<file path="config.mk">
export PLATFORM = sky130hd
export DESIGN_NAME = prog_lut_eval
export DESIGN_NICKNAME = d
export VERILOG_FILES = /design/src/rtl/prog_lut_eval.sv
export SDC_FILE = /design/constraint.sdc
export NUM_CORES = 1
export LEC_CHECK = 0
export ABC_AREA = 0
export CAP_MARGIN = 20
export CORE_MARGIN = 4
export CORE_UTILIZATION = 35
export DETAILED_ROUTE_END_ITERATION = 8
export PLACE_DENSITY = 0.53
export SKIP_LAST_GASP = 1
export SLEW_MARGIN = 25
export SYNTH_ARGS = -nofsm -noshare
export SYNTH_HDL_FRONTEND = slang
export SYNTH_SLANG_ARGS = --single-unit
</file>
<file path="constraint.sdc">
create_clock -name clk -period 2.58 [get_ports clk]
set_clock_uncertainty 0.05 [all_clocks]
set_input_delay 0.645 -clock clk [delete_from_list [all_inputs] [get_ports clk]]
set_output_delay 0.645 -clock clk [all_outputs]
set_load 0.005 [all_outputs]
</file>
<file path="src/rtl/prog_lut_eval.sv">
// Programmable truth-table evaluator with valid/ready request stream and a reload sweep.
// Optional table readback port is enabled by defining LUT_READBACK_EN.
module prog_lut_eval #(
  parameter int N_IN  = 4,
  parameter int N_OUT = 1,
  parameter logic [N_OUT*(2**N_IN)-1:0] INIT = 16'hCE40
) (
  input  logic             clk,
  input  logic             rst,
  input  logic             in_valid,
  output logic             in_ready,
  input  logic [N_IN-1:0]  in_vec,
  output logic             out_valid,
  input  logic             out_ready,
  output logic [N_OUT-1:0] out_vec,
  input  logic             cfg_we,
  input  logic [N_IN-1:0]  cfg_addr,
  input  logic [N_OUT-1:0] cfg_data,
  input  logic             cfg_reload,
`ifdef LUT_READBACK_EN
  input  logic [N_IN-1:0]  rb_addr,
  output logic [N_OUT-1:0] rb_data,
`endif
  output logic             busy
);

  localparam int DEPTH = 2**N_IN;
  localparam logic [N_IN-1:0] LAST_ROW = N_IN'(DEPTH - 1);

  typedef enum logic {IDLE, SWEEP} state_t;

  state_t           state, state_nxt;
  logic [N_IN-1:0]  ptr;
  logic [N_OUT-1:0] lut     [DEPTH];
  logic [N_OUT-1:0] init_tab[DEPTH];
  logic             vld_p1;
  logic [N_OUT-1:0] vec_p1;
  logic             accept;

  always_comb begin
    for (int r = 0; r < DEPTH; r++) begin
      init_tab[r] = INIT[r*N_OUT +: N_OUT];
    end
  end

  assign busy     = (state == SWEEP);
  assign in_ready = !busy && (!vld_p1 || out_ready);
  assign accept   = in_valid && in_ready;

  always_ff @(posedge clk) begin
    if (rst) begin
      state <= IDLE;
      ptr   <= '0;
    end else begin
      state <= state_nxt;
      if (state == SWEEP) ptr <= ptr + 1'b1;
    end
  end

  always_comb begin
    state_nxt = state;
    case (state)
      IDLE:    if (cfg_reload) state_nxt = SWEEP;
      SWEEP:   if (ptr == LAST_ROW) state_nxt = IDLE;
      default: state_nxt = IDLE;
    endcase
  end

  // Table storage: reset restores every row at once; sweep has priority over writes.
  always_ff @(posedge clk) begin
    if (rst) begin
      for (int r = 0; r < DEPTH; r++) lut[r] <= init_tab[r];
    end else if (state == SWEEP) begin
      lut[ptr] <= init_tab[ptr];
    end else if (cfg_we) begin
      lut[cfg_addr] <= cfg_data;
    end
  end

  // Stage p1: registered lookup result; reads see the row before any same-edge write.
  always_ff @(posedge clk) begin
    if (rst) begin
      vld_p1 <= 1'b0;
      vec_p1 <= '0;
    end else if (accept) begin
      vld_p1 <= 1'b1;
      vec_p1 <= lut[in_vec];
    end else if (out_ready) begin
      vld_p1 <= 1'b0;
    end
  end

  assign out_valid = vld_p1;
  assign out_vec   = vec_p1;

`ifdef LUT_READBACK_EN
  always_ff @(posedge clk) begin
    if (rst) rb_data <= '0;
    else     rb_data <= lut[rb_addr];
  end
`endif

endmodule

</file>
Yosys cells after proc, flatten, opt, wreduce, memory -nomap -nowiden:

Memory sizes are Yosys's and may differ from the RTL's. A register that Yosys moved wholly into a read port is not among the register bits.
Cells that the tools add are included.

* $add $sub $neg: 1
* order comparisons: 1
* equal/unequal tests: 1
* muxes and demuxes: 22
* bitwise operators: 2
* reduce and logical (&&, ||, !) cells: 8

Operator list (count)
* 2-to-1 mux 1 bit: 19
* 2-to-1 mux 4 bit: 2
* greater-or-equal comparator 5 bit, second input constant: 1
* inverter 4 -> 5 bit: 1
* adder 4 x 1 -> 4 bit, second input constant: 1
* equality test 4 bit, second input constant: 1
* logical AND 1 bit: 2
* zero test 1 bit: 2
* one-hot mux 1 bit (2 select lines): 1
* nonzero test 2 bit: 1
* OR reduction 1 bit: 2
* logical OR 1 bit: 1
* inverter 1 bit: 1

* register bits: 6
* bits in writable memories: 16
* bits in read-only memories: 16
* bits of input ports: 15
* word-level logic and storage cells: 40
* memories kept: 2

Memory list
* (no name shown): depth 16, bits a word 1, read ports 1, clocked after Yosys merged registers in 0, write ports 0, line 74 `lut[ptr] <= init_tab[ptr];`
* lut: depth 16, bits a word 1, read ports 1, clocked after Yosys merged registers in 1, write ports 16, line 34 `logic [N_OUT-1:0] lut [DEPTH];`

Logic depth before layout (Yosys ltp):

Gate-level depths: netlist of the first run.

* depth after elaboration: 6
* gate-level depth with buffers: 7

Worst setup path after synthesis of the first run:

OpenSTA, ideal clock, no wires.

* path type: input port to flip-flop
* from: input rst
* to: memory lut[0], enable pin
* setup time: 305 ps
* data arrival time: 1884 ps
* path slack: 341 ps
* cell stages on the path: 5
* cell sequence: buf_6 nor3b_4 mux2i_1 nand2_1 o21bai_1

RTL lines
* start, declared: line 9 `input logic rst,`
* end, declared: line 34

==> metrics.csv, run 1 <==
metric,value,unit
status,"finished, final reports clean",
finalMaxSlewViolations,0,
clk_pin_slew,0.09,ns
rsz0062_at_grt,no,
slowest_delay,0.50,ns
netlist_instances,134,
p_per_area,470,mW/mm2
drive_above_1_share,15.2,%
cp.depth,5,
hold_violations,0,
num-fill-cells,368,
cp.arrival,2.30,ns
clock_path_buffers,2,
die_x,70.1,um
first_pass_iters,4,
crit_path_end,lut[12]$_SDFFCE_PN0P_,
gp_congestion,0.768,
intPower,0.578,mW
dp.final_hpwl,2130,um
routed_wl,2760,um
path_class,input port to flip-flop,
diodes,0,
setup_tns,0,ns
critPathLaunchType,input port,
grt_antenna_before_repair,0,
drcViolationCount,0,
area_growth,23.4,%
ant_nets,0,
crit_fanout,16,
switching_share,26.0,%
grt_pass1_wl,4950,um
cts_max_level,1,
cp.required,2.53,ns
syn_area,0.00135,mm2
grt_max_degree,26,
reg2reg_depth,6,
cts-root-buf,clkbuf_8,
reg2reg_to,lut[12]$_SDFFCE_PN0P_,
crit_family,buffers and inverters,
fp.dieH,70.1,um
ys_ff_latch,23,
relSlewSlack,60.4,%
grt_pass1_vias,1085,
power.share.combinational,18.5,%
fin_nets,177,
yosys_warnings,0,
vias_per_cell,5.07,
r2r-start,ptr[0]$_SDFFE_PP0P_,
core,0.00369,mm2
clkPwrFrac,29.3,%
ir_drop,0.195,mV
seq_power_share,52.2,%
ys_types,31,
final_area,0.00166,mm2
worstMarginPinSlew,0.594,ns
placementRows,22,
numCtsBuffers,3,
initial_core_util,36.5,%
min_path_type,flip-flop to flip-flop,
setup_violations,0,
reg2reg_slack,0.49,ns
insertion_delay,0.27,ns
routedWlPerCell,13.4,um
critPathLaunch,cfg_we,
place_area,0.00161,mm2
track_usage,12.4,%
drtIter0Drc,22,
end_kind,flip-flop,
portBuffers,18,
die_area,0.00491,mm2
finalPower,0.781,mW
num_vias,1044,
synth_nets,152,
holdBufCountCts,0,
p_leak,0.623,nW
p_sw,0.203,mW
max-cap-violations,0,
ys_seq_area_share,41.6,%
syn_avg_cell_area,10.1,um2
max_freq,0.425,GHz
overflow,0,
finalCriticalPeriod,2.36,ns
post_cts_buffers,0,
clock-sinks,23,
ioPinCount,19,
min_period_over_period,91.3,%
cp_cell_sequence,clkdlybuf4s50_1 > nor3b_4 > buf_4 > o21a_1 > nor3_1,
slowest_stage,clkdlybuf4s50_1,
worst-path-buf-inv,2,
cts_tree,built,
==> per-layer routing <==
metal	track usage (%)	part of all wire (%)
met5	0	0
met4	4.47	1.6
met3	3.02	4.8
met2	20.6	47
met1	15.5	46
==> flip-flops by register name, summed over array words and instances (netlist names) <==
register,flops
out_valid,1
busy,1
lut,16
ptr,4
out_vec,1
==> per-stage QoR <==
| step | util [%] | instances | hold slack (ns) | setup slack [ns] |
|---|---|---|---|---|
| 5_1_grt | 45.1 | 206 | 0.477 | 0.0810 |
| 3_5_place_dp | 43.7 | 202 | 0.439 | -0.0896 |
| 6_report | 45.1 | 206 | 0.447 | 0.225 |
| 2_1_floorplan | - | 134 | 0.422 | 0.341 |
| 4_1_cts | 44.9 | 206 | 0.452 | 0.0261 |
| 3_3_place_gp | 43.7 | 202 | 0.432 | -0.0104 |
==> how the worst min path moves through the flow <==
stage / startpoint / endpoint / slack (ns) / cells after the start
finish: out_vec$_SDFFE_PP0P_ / out_vec$_SDFFE_PP0P_ / 0.45 / 2
global route: lut[11]$_DFF_P_ / lut[11]$_DFF_P_ / 0.48 / 2
CTS: out_vec$_SDFFE_PP0P_ / out_vec$_SDFFE_PP0P_ / 0.45 / 2
detailed placement: out_vec$_SDFFE_PP0P_ / out_vec$_SDFFE_PP0P_ / 0.44 / 2
global placement: out_vec$_SDFFE_PP0P_ / out_vec$_SDFFE_PP0P_ / 0.43 / 2
floorplan: out_vec$_SDFFE_PP0P_ / out_vec$_SDFFE_PP0P_ / 0.42 / 2
==> worst min-delay path: cells and delay by family (launching register included) <==
| kind | cells | cell delay (ns) |
|---|---|---|
| AO/OA/AOI/OAI | 1 | 0.07 |
| AND/OR/NAND/NOR | 1 | 0.06 |
| flip-flops | 1 | 0.32 |
==> power groups by stage <==
stage          registers [mW]  clock network (mW)  logic [mW]
2_1_floorplan           0.410                   0      0.0888
3_3_place_gp            0.415                   0       0.143
3_5_place_dp            0.416                   0       0.146
4_1_cts                 0.408               0.234       0.146
5_1_grt                 0.410               0.251       0.162
6_report                0.408               0.229       0.144
==> placed cells by master, fill, tap and decap left out <==
cell and count:
a2111o_1 1, buf_4 9, clkinv_2 1, o21bai_1 10
dlymetal6s2s_1 1, nor3b_4 1, mux2_2 2, nand4b_1 1
a21oi_1 5, xor2_1 2, o21ai_0 2, nor2_1 13
a31oi_1 1, o21a_1 1, edfxtp_1 10, clkbuf_8 3
nor2b_1 1, nand2b_1 3, inv_1 2, nand2_2 1
or3b_2 1, nor3b_1 1, nor3_1 10, nand3b_1 2
ha_1 3, xnor2_1 1, nor2b_2 1, mux2_4 3
dfxtp_1 13, clkdlybuf4s50_1 17, mux4_2 2, mux2i_1 13
nand2_1 13, nand4_1 8
==> synth_stat cells <==
library cell   n  area, um2
a2111o_1       1       11.3
a21oi_1        5       25.0
a31oi_1        1       6.26
buf_2          2       10.0
buf_6          2       22.5
clkbuf_1       3       11.3
dfxtp_1       13        260
edfxtp_1      10        300
ha_1           3       37.5
inv_1          2       7.51
mux2_2         2       22.5
mux2_4         3       45.0
mux2i_1       13        130
mux4_2         2       45.0
nand2_1       13       48.8
nand2_2        1       6.26
nand2b_1       3       18.8
nand3b_1       2       15.0
nand4_1        8       50.1
nand4b_1       1       8.76
nor2_1        13       48.8
nor2b_1        2       12.5
nor3_1        10       50.1
nor3b_1        1       7.51
nor3b_4        1       18.8
o21a_1         1       7.51
o21ai_0        2       10.0
o21bai_1      10       75.1
or3b_2         1       8.76
xnor2_1        1       8.76
xor2_1         2       17.5
==> kinds of logic (layout without fill, tap and decap cells) <==
logic type,Yosys count,in the layout,synth area share (%)
flip-flops,23,23,41.6
AND/OR/NAND/NOR,56,56,21.8
multiplexers,20,20,18.0
buffers and inverters,9,33,3.81
adder cells (fa/ha/maj),3,3,2.79
AO/OA/AOI/OAI,20,20,10.0
XOR/XNOR,3,3,1.95
==> area by class of cell <==
class | count | area [um2] | share of cell area, %
sequential | 23 | 561 | 33.7
tap | 48 | 60.1 | 3.61
timing repair buffer | 27 | 250 | 15.0
clock inverter | 1 | 5.00 | 0.301
clock buffer | 3 | 41.3 | 2.48
inverter | 2 | 7.51 | 0.451
multi-input combinational | 102 | 738 | 44.4
==> repair_timing <==
| action | CTS | global route |
|---|---|---|
| hold endpoints to repair | 0 | 0 |
| resized for setup | 0 | 2 |
| setup endpoints to repair | 0 | 1 |
No activity file was read; power rests on OpenSTA's default activity.
==> inputs of run 2 (changes only) <==
DONT_BUFFER_PORTS = 1   (was unset)
PLACE_DENSITY = 0.47   (was 0.53)
==> run 2 against run 1 <==
Against the previous run: routed wire length is 1.5% lower; critical path depth increased by 1; combinational power is 33% lower; core utilization shrank 6.5 points; clock power down 2%; non-clock buffer count shrank 25; sequential cell count unchanged; sequential power is essentially flat; critical path type is now flip-flop to flip-flop; critical endpoint is now lut[7]$_SDFFCE_PN0P_; highest routed layer unchanged.
==> metrics.csv, run 2 (synthesized netlist as in run 1, its figures left out) <==
metric,value,unit,change
min_period_over_period,83.0,%,was 91.3%
ant_nets,0,,unchanged
finalPower,0.726,mW,was 0.781 mW
p_leak,0.510,nW,was 0.623 nW
post_cts_buffers,0,,unchanged
clkPwrFrac,30.8,%,was 29.3%
grt_max_degree,27,,was 26
fin_ws,0.439,ns,was 0.225 ns
cts_tree,built,,unchanged
drive_above_1_share,11.3,%,was 15.2%
gp_congestion,0.725,,was 0.768
grt_pass1_wl,4630,um,was 4950 um
finalMaxSlewViolations,0,,unchanged
reg2reg_to,lut[7]$_SDFFCE_PN0P_,,was lut[12]$_SDFFCE_PN0P_
drcViolationCount,0,,unchanged
crit_fanout,16,,unchanged
whs,0.393,ns,was 0.447 ns
largestRegisters,"lut (16), ptr (4)",,unchanged
critPathLaunchType,flip-flop,,was input port
crit_path_end,lut[7]$_SDFFCE_PN0P_,,was lut[12]$_SDFFCE_PN0P_
p_sw,0.179,mW,was 0.203 mW
drtIter0Drc,31,,was 22
placementRows,22,,unchanged
diodes,0,,unchanged
worstMarginPinSlew,0.556,ns,was 0.594 ns
clock_path_buffers,2,,unchanged
reg2reg_depth,6,,unchanged
cts_resized,0,,unchanged
switching_share,24.7,%,was 26.0%
overflow,0,,unchanged
track_usage,11.7,%,was 12.4%
p_per_area,510,mW/mm2,was 470 mW/mm2
clk_pin_slew,0.08,ns,was 0.09 ns
reg2reg_slack,0.44,ns,was 0.49 ns
dp.final_hpwl,2040,um,was 2130 um
initial_core_util,36.5,%,unchanged
max_freq,0.467,GHz,was 0.425 GHz
routedWlPerCell,15.0,um,was 13.4 um
ioPinCount,19,,unchanged
mostFrequentLayoutCells,"13 x nand2_1, 13 x nor2_1, 13 x mux2i_1, 13 x dfxtp_1",,"was 17 x clkdlybuf4s50_1, 13 x nand2_1, 13 x nor2_1, 13 x mux2i_1, 13 x dfxtp_1"
finalCriticalPeriod,2.14,ns,was 2.36 ns
core,0.00369,mm2,unchanged
seq_power_share,55.9,%,was 52.2%
max-cap-violations,0,,unchanged
setup_violations,0,,unchanged
portBuffers,0,,was 18
power.share.combinational,13.3,%,was 18.5%
rsz0062_at_grt,no,,unchanged
intPower,0.547,mW,was 0.578 mW
grt_pass1_vias,917,,was 1085
cp.required,2.52,ns,was 2.53 ns
regMostFlops,lut,,unchanged
cp.arrival,2.09,ns,was 2.30 ns
hold_violations,0,,unchanged
first_pass_iters,4,,unchanged
fin_nets,152,,was 177
end_kind,flip-flop,,unchanged
largest_register_ffs,16,,unchanged
grt_antenna_before_repair,0,,unchanged
pre_cts_ws,0.369,ns,was -0.0896 ns
r2r-start,ptr[0]$_SDFFE_PP0P_,,unchanged
vias_per_cell,5.31,,was 5.07
fin_util,38.6,%,was 45.1%
path_class,flip-flop to flip-flop,,was input port to flip-flop
num_vias,961,,was 1044
clock-sinks,23,,unchanged
die_area,0.00491,mm2,unchanged
setup_tns,0,ns,unchanged
routed_wl,2720,um,was 2760 um
holdBufCountCts,0,,unchanged
numCtsBuffers,3,,unchanged
min_path_type,input port to flip-flop,,was flip-flop to flip-flop
fp.dieH,70.1,um,unchanged
insertion_delay,0.26,ns,was 0.27 ns
cts-root-buf,clkbuf_8,,unchanged
cts_max_level,1,,unchanged
area_growth,5.66,%,was 23.4%
die_x,70.1,um,unchanged
ir_drop,0.149,mV,was 0.195 mV
critPathLaunch,ptr[0]$_SDFFE_PP0P_,,was cfg_we
status,"finished, final reports clean",,unchanged
relSlewSlack,62.9,%,was 60.4%
run 2: area by class of cell:
cell class	count	area, um2
clock buffers	4	45.0
fillers	381	2260
well taps	48	60.1
inverters	2	7.51
flip-flops and latches	23	561
repair buffers	2	15.0
multi-input cells	102	736
run 2: worst min-delay path by stage:
| stage | startpoint | to | slack [ns] | cells after the start |
|---|---|---|---|---|
| after floorplan | out_vec$_SDFFE_PP0P_ | out_vec$_SDFFE_PP0P_ | 0.42 | 2 |
| after global placement | lut[10]$_DFF_P_ | lut[10]$_DFF_P_ | 0.44 | 2 |
| after detailed placement | out_vec$_SDFFE_PP0P_ | out_vec$_SDFFE_PP0P_ | 0.44 | 2 |
| after CTS | rst | out_vec$_SDFFE_PP0P_ | 0.38 | 1 |
| after global routing | rst | ptr[3]$_SDFFE_PP0P_ | 0.38 | 1 |
| final | rst | ptr[3]$_SDFFE_PP0P_ | 0.39 | 1 |
run 2: worst max-delay path, stage by stage, from the launching register on:
cell     delay (ns)
dfxtp_1        0.47
inv_1          0.11
ha_1           0.20
mux2_2         0.25
a21oi_1        0.16
o21a_1         0.49
nor3_1         0.13
run 2: power groups by stage:
stage	Clock, mW	Sequential (mW)	Combinational (mW)
global placement	0	0.415	0.0948
finish	0.224	0.406	0.0964
detailed placement	0	0.415	0.0969
CTS	0.232	0.406	0.0973
global route	0.246	0.408	0.108
floorplan	0	0.410	0.0888
run 2: metrics by stage:
step / area [um2] / instances
finish: 1420 / 181
global route: 1420 / 181
detailed placement: 1380 / 177
floorplan: 1350 / 134
CTS: 1420 / 181
global placement: 1380 / 177
run 2: layer usage:
metal	share of wire [%]	track usage, %
met5	0	0
met1	47	16.5
met4	0.92	3.19
met2	46	17.7
met3	5.8	2.88
==> patch 1: new RTL, flow settings as in run 2 <==
The parameter `N_IN` goes from 4 to 6.
--- a/src/rtl/prog_lut_eval.sv
+++ b/src/rtl/prog_lut_eval.sv
@@ -3,3 +3,3 @@
 module prog_lut_eval #(
-  parameter int N_IN  = 4,
+  parameter int N_IN  = 6,
   parameter int N_OUT = 1,
Ports: changed (resized cfg_addr and in_vec); port bits go from 19 to 23. The function was not compared with the original's and may differ.
==> patch 1 against run 2 <==
Critical path depth shrank 1; sequential cell count grew 50; critical endpoint is now lut[29]; final area grew to 3.2 times the old value; synthesized area grew to 3.1 times the old value; total power grew to 3.9 times the old value; setup slack gained 55 ps; routed wire length grew to 3.5 times the old value; sequential power grew to 3.3 times the old value; non-clock buffer count grew 15; combinational power grew to 2.6 times the old value.
==> patch 1: results <==
finish:
  post_layout_nets: 386
  drive_gt1_share_pct: 15.4
  largest_registers: "lut: 64 flops, ptr: 6 flops"
  non_filler_instances: 512
critical_path:
  critPathMaxFanout: 16
  critical_path.reg2reg.startpoint: "busy"
  kind_of_cell_with_the_highest_combined_delay_on_the_critical_path: "compound AO/OA/AOI/OAI gates"
  r2r_end: "lut[29]"
  critPathSlowestCell: "nand2_1"
  cp_slowest_stage_delay_ps: 430
  r2r_slack_ps: 490
  timing.reg2reg.worst_path_depth: 5
min_path:
  worst_hold_path_type: "input port to flip-flop"
  hold_depth: 1
  timing.hold.worst.start: "rst"
  hold_path_end: "ptr[5]"
yosys:
  netlist-cell-type-count: 43
  seq_area_frac_synth_pct: 49.4
  yosys-top-cells-count: "59 x nor3_1, 58 x edfxtp_1, 58 x o21bai_1, 22 x nand2_1, 21 x buf_2"
  postSynthAreaPerCell_sq_um: 11.0
  dominantRegCellSynth: "edfxtp_1"
  net_count_after_synthesis: 399
  synthesis.yosys.warnings: 0
  top_area_cells_in_the_synthesized_netlist: "edfxtp_1 42%, o21bai_1 11%, dfxtp_1 7.3%, nor3_1 7.1%, mux4_2 6.5%"
  synth_edf_count: 58
clock_network:
  tritoncts_buffer_count: 9
  clock_tree.buffer_depth: 2
  worstSkewPairLatency_ps: 330
  ctsHtreeMaxLevel: 3
  cts.reportedPaths.clkPinSlew_ps: 60
  clk_root_buffer_cell: "clkbuf_16"
status:
  run_status: "finished, final reports clean"
placed_design:
  placed_cells: 496
  detailedPlacementHpwl_um: 5890
  place_area_sq_um: 4230
  gp_congestion: 0.766
power_and_ir_drop:
  p_leak_nw: 1.39
  irDropWorstVdd_mv: 0.344
global_route:
  grt_first_pass_wirelength_um: 15200
  number_of_global_route_vias_before_repair: 2809
  track_usage_pct: 14.7
  pin_count_of_the_biggest_net_entering_global_routing: 78
  antenna_found_initial: 0
detailed_routing:
  post_drt_via_cell_ratio: 5.58
  drt_first_iter_violations: 169
  firstDrtPassIters: 5
  final_routed_wirelength_across_all_metal_layers_um: 9480
timing:
  pin_slew_with_the_least_headroom_to_its_limit_ps: 600
patch 1: changes by cell type after synthesis, sizes merged, moves of 8 or more:
cell / before / now
buf: 4 / 28
clkbuf: 3 / 13
edfxtp: 10 / 58
mux2i: 13 / 5
mux4: 2 / 12
nand2: 14 / 22
nor3: 10 / 62
o21ai: 2 / 10
o21bai: 10 / 58
o22ai: 0 / 10
patch 1: cells by family after synthesis:
group	synth area share (%)
xor+xnor	1.06
compound gates	16.5
fa+ha+maj	0.908
buf+inv	5.57
simple gates	16.4
mux	10.2
flops	49.4
patch 1: layer usage:
layer  routed length, um  GRT usage, %  share of wire (%)  vias up
li1                    -             -                  -     1397
met1                4530          19.7                 48     1396
met2                4440          23.4                 47       53
met3                 378          3.52                4.0       10
met4                 130          4.82                1.4        0
met5                   0             0                  0        -
patch 1: stage by stage:
step | hold slack [ps] | worst slack (ps)
after floorplan | 397 | 389
after global placement | 410 | 289
after detailed placement | 421 | 255
after CTS | 320 | 485
after global routing | 322 | 303
final | 339 | 495
patch 1: worst max-delay path by stage:
stage	slack [ps]	end	cells past startpoint
floorplan	390	lut[0]	6
global placement	290	lut[32]	4
detailed placement	260	lut[39]	4
CTS	490	lut[29]	5
global route	300	lut[56]	6
finish	490	lut[29]	5
patch 1: layout make-up:
cell class / count / area, sq um
clock buffers: 13 / 250
clock inverters: 3 / 40.0
repair buffers: 17 / 140
fillers: 1107 / 6940
inverters: 3 / 11.3
well taps: 143 / 179
flip-flops and latches: 73 / 2040
multi-input cells: 260 / 1860
patch 1: report_power, final:
part / leakage (nW) / internal (W) / switching, W
registers: 0.721 / 0.00131 / 0.0000187
clock network: 0.144 / 0.000773 / 0.000463
logic: 0.520 / 0.000115 / 0.000136
total: 1.39 / 0.00219 / 0.000618
==> patch 2: new RTL, settings of run 2 <==
Without the edit above. Register the input `cfg_addr` before use, cleared by the reset. The logic sees it one clock later. The other inputs are not delayed to match.
--- a/src/rtl/prog_lut_eval.sv
+++ b/src/rtl/prog_lut_eval.sv
@@ -30,2 +30,12 @@
   typedef enum logic {IDLE, SWEEP} state_t;
+
+  logic [N_IN-1:0] cfg_addr_q;
+
+  always_ff @(posedge clk) begin
+    if (rst) begin
+      cfg_addr_q <= '0;
+    end else begin
+      cfg_addr_q <= cfg_addr;
+    end
+  end
 
@@ -75,3 +85,3 @@
     end else if (cfg_we) begin
-      lut[cfg_addr] <= cfg_data;
+      lut[cfg_addr_q] <= cfg_data;
     end
Function: changed (a bounded check fails within 4 cycles, from zero or initial values and one cycle with rst high).
==> patch 2 against run 2 <==
Synthesized area grew 7.1%; combinational power shrank 6.8%; final area grew 7.3%; critical path type unchanged; total power grew 10%; die area grew 6.2%; sequential share of layout area grew 2.6 points; setup slack gained 28 ps; critical endpoint is now lut[5]; global-route usage grew 0.69 points; routed wire length grew 5.4%; largest cell class unchanged; clock power grew 5%; sequential cell count grew 4; highest routed layer unchanged; final cell count grew 5.0%.
==> patch 2: results <==
finish:
  antenna_cells: 0
  clock_cell_area_share_pct: 2.95
  largest_registers: "lut: 16 flops, cfg_addr_q: 4 flops, ptr: 4 flops"
  numSequentialCells: 27
  drive_gt1_share_pct: 10.7
  multi_input_combinational_area_share_pct: 50.0
  n_multi_input_combinational_cell: 106
  register_area_sq_um: 641
  filler_cell_count: 397
  nonClkBufAreaFrac_pct: 0.491
placed_design:
  pre_cts_slack_ps: 417
  gp_congestion: 0.798
  place.port_buffers: 0
  detailedPlacementHpwl_um: 2160
detailed_routing:
  post_drt_via_cell_ratio: 5.31
  drt_first_iter_violations: 51
  detailroute.via_count: 1009
  final_routed_wirelength_across_all_metal_layers_um: 2870
global_route:
  pin_count_of_the_biggest_net_entering_global_routing: 31
  number_of_global_route_vias_before_repair: 1075
  grt_first_pass_wirelength_um: 5000
  track_usage_pct: 12.4
critical_path:
  r2r_slack_ps: 470
  endpoint_arrival_time_on_the_critical_path_ps: 2070
  r2r_end: "lut[5]"
yosys:
  postSynthAreaPerCell_sq_um: 10.2
  synth_compound_gate_area_share_pct: 9.63
  top_area_cells_in_the_synthesized_netlist: "dfxtp_1 24%, edfxtp_1 21%, mux2i_1 9.0%, o21bai_1 5.2%, nand4_1 3.5%"
  seq_area_frac_synth_pct: 44.4
  net_count_after_synthesis: 160
  synthesis.yosys.warnings: 0
  synth_xor_area_share_pct: 1.82
  muxShareOfSynthArea_pct: 16.8
  synthAdderAreaFrac_pct: 2.60
  yosys-top-cells-count: "17 x dfxtp_1, 13 x mux2i_1, 13 x nand2_1, 13 x nor2_1"
clock_network:
  clk_root_buffer_cell: "clkbuf_8"
  worstSkewPairLatency_ps: 270
  cts.repair_timing.setup_buffer_count: 0
  cts.reportedPaths.clkPinSlew_ps: 90
power_and_ir_drop:
  power.sequential.fraction_pct: 59.3
  pg_seq_w: 0.000474
  power.switching_w: 0.000190
  irDropWorstVdd_mv: 0.185
  power_frac_comb_pct: 11.2
  p_leak_nw: 0.546
status:
  run_status: "finished, final reports clean"
-- patch 2: worst register-to-register path: cells and delay by family, from the launching register on --
family / cells / cell delay [ps]
adder cells (fa/ha/maj): 1 / 200
AO/OA/AOI/OAI: 2 / 660
multiplexers: 1 / 250
buffers and inverters: 1 / 100
AND/OR/NAND/NOR: 1 / 130
flip-flops: 1 / 450
-- patch 2: routing by layer --
metal	wire (um)	vias to the layer above	track usage (%)
met5	0	-	0
met4	66	0	5.01
met3	177	7	3.46
met2	1320	26	20.5
met1	1300	463	15.1
li1	-	513	-
-- patch 2: worst max path at each step --
stage / end / startpoint / slack (ps)
floorplan: lut[0] / cfg_we / 460
global placement: lut[1] / rst / 450
detailed placement: lut[12] / rst / 420
CTS: lut[5] / ptr[0] / 420
global route: lut[2] / busy / 260
finish: lut[5] / ptr[0] / 470
-- patch 2: through the flow --
step                hold WS, ps  cell area [sq um]
floorplan                   422               1440
global placement            439               1480
detailed placement          447               1480
CTS                         373               1530
global route                365               1530
finish                      384               1530
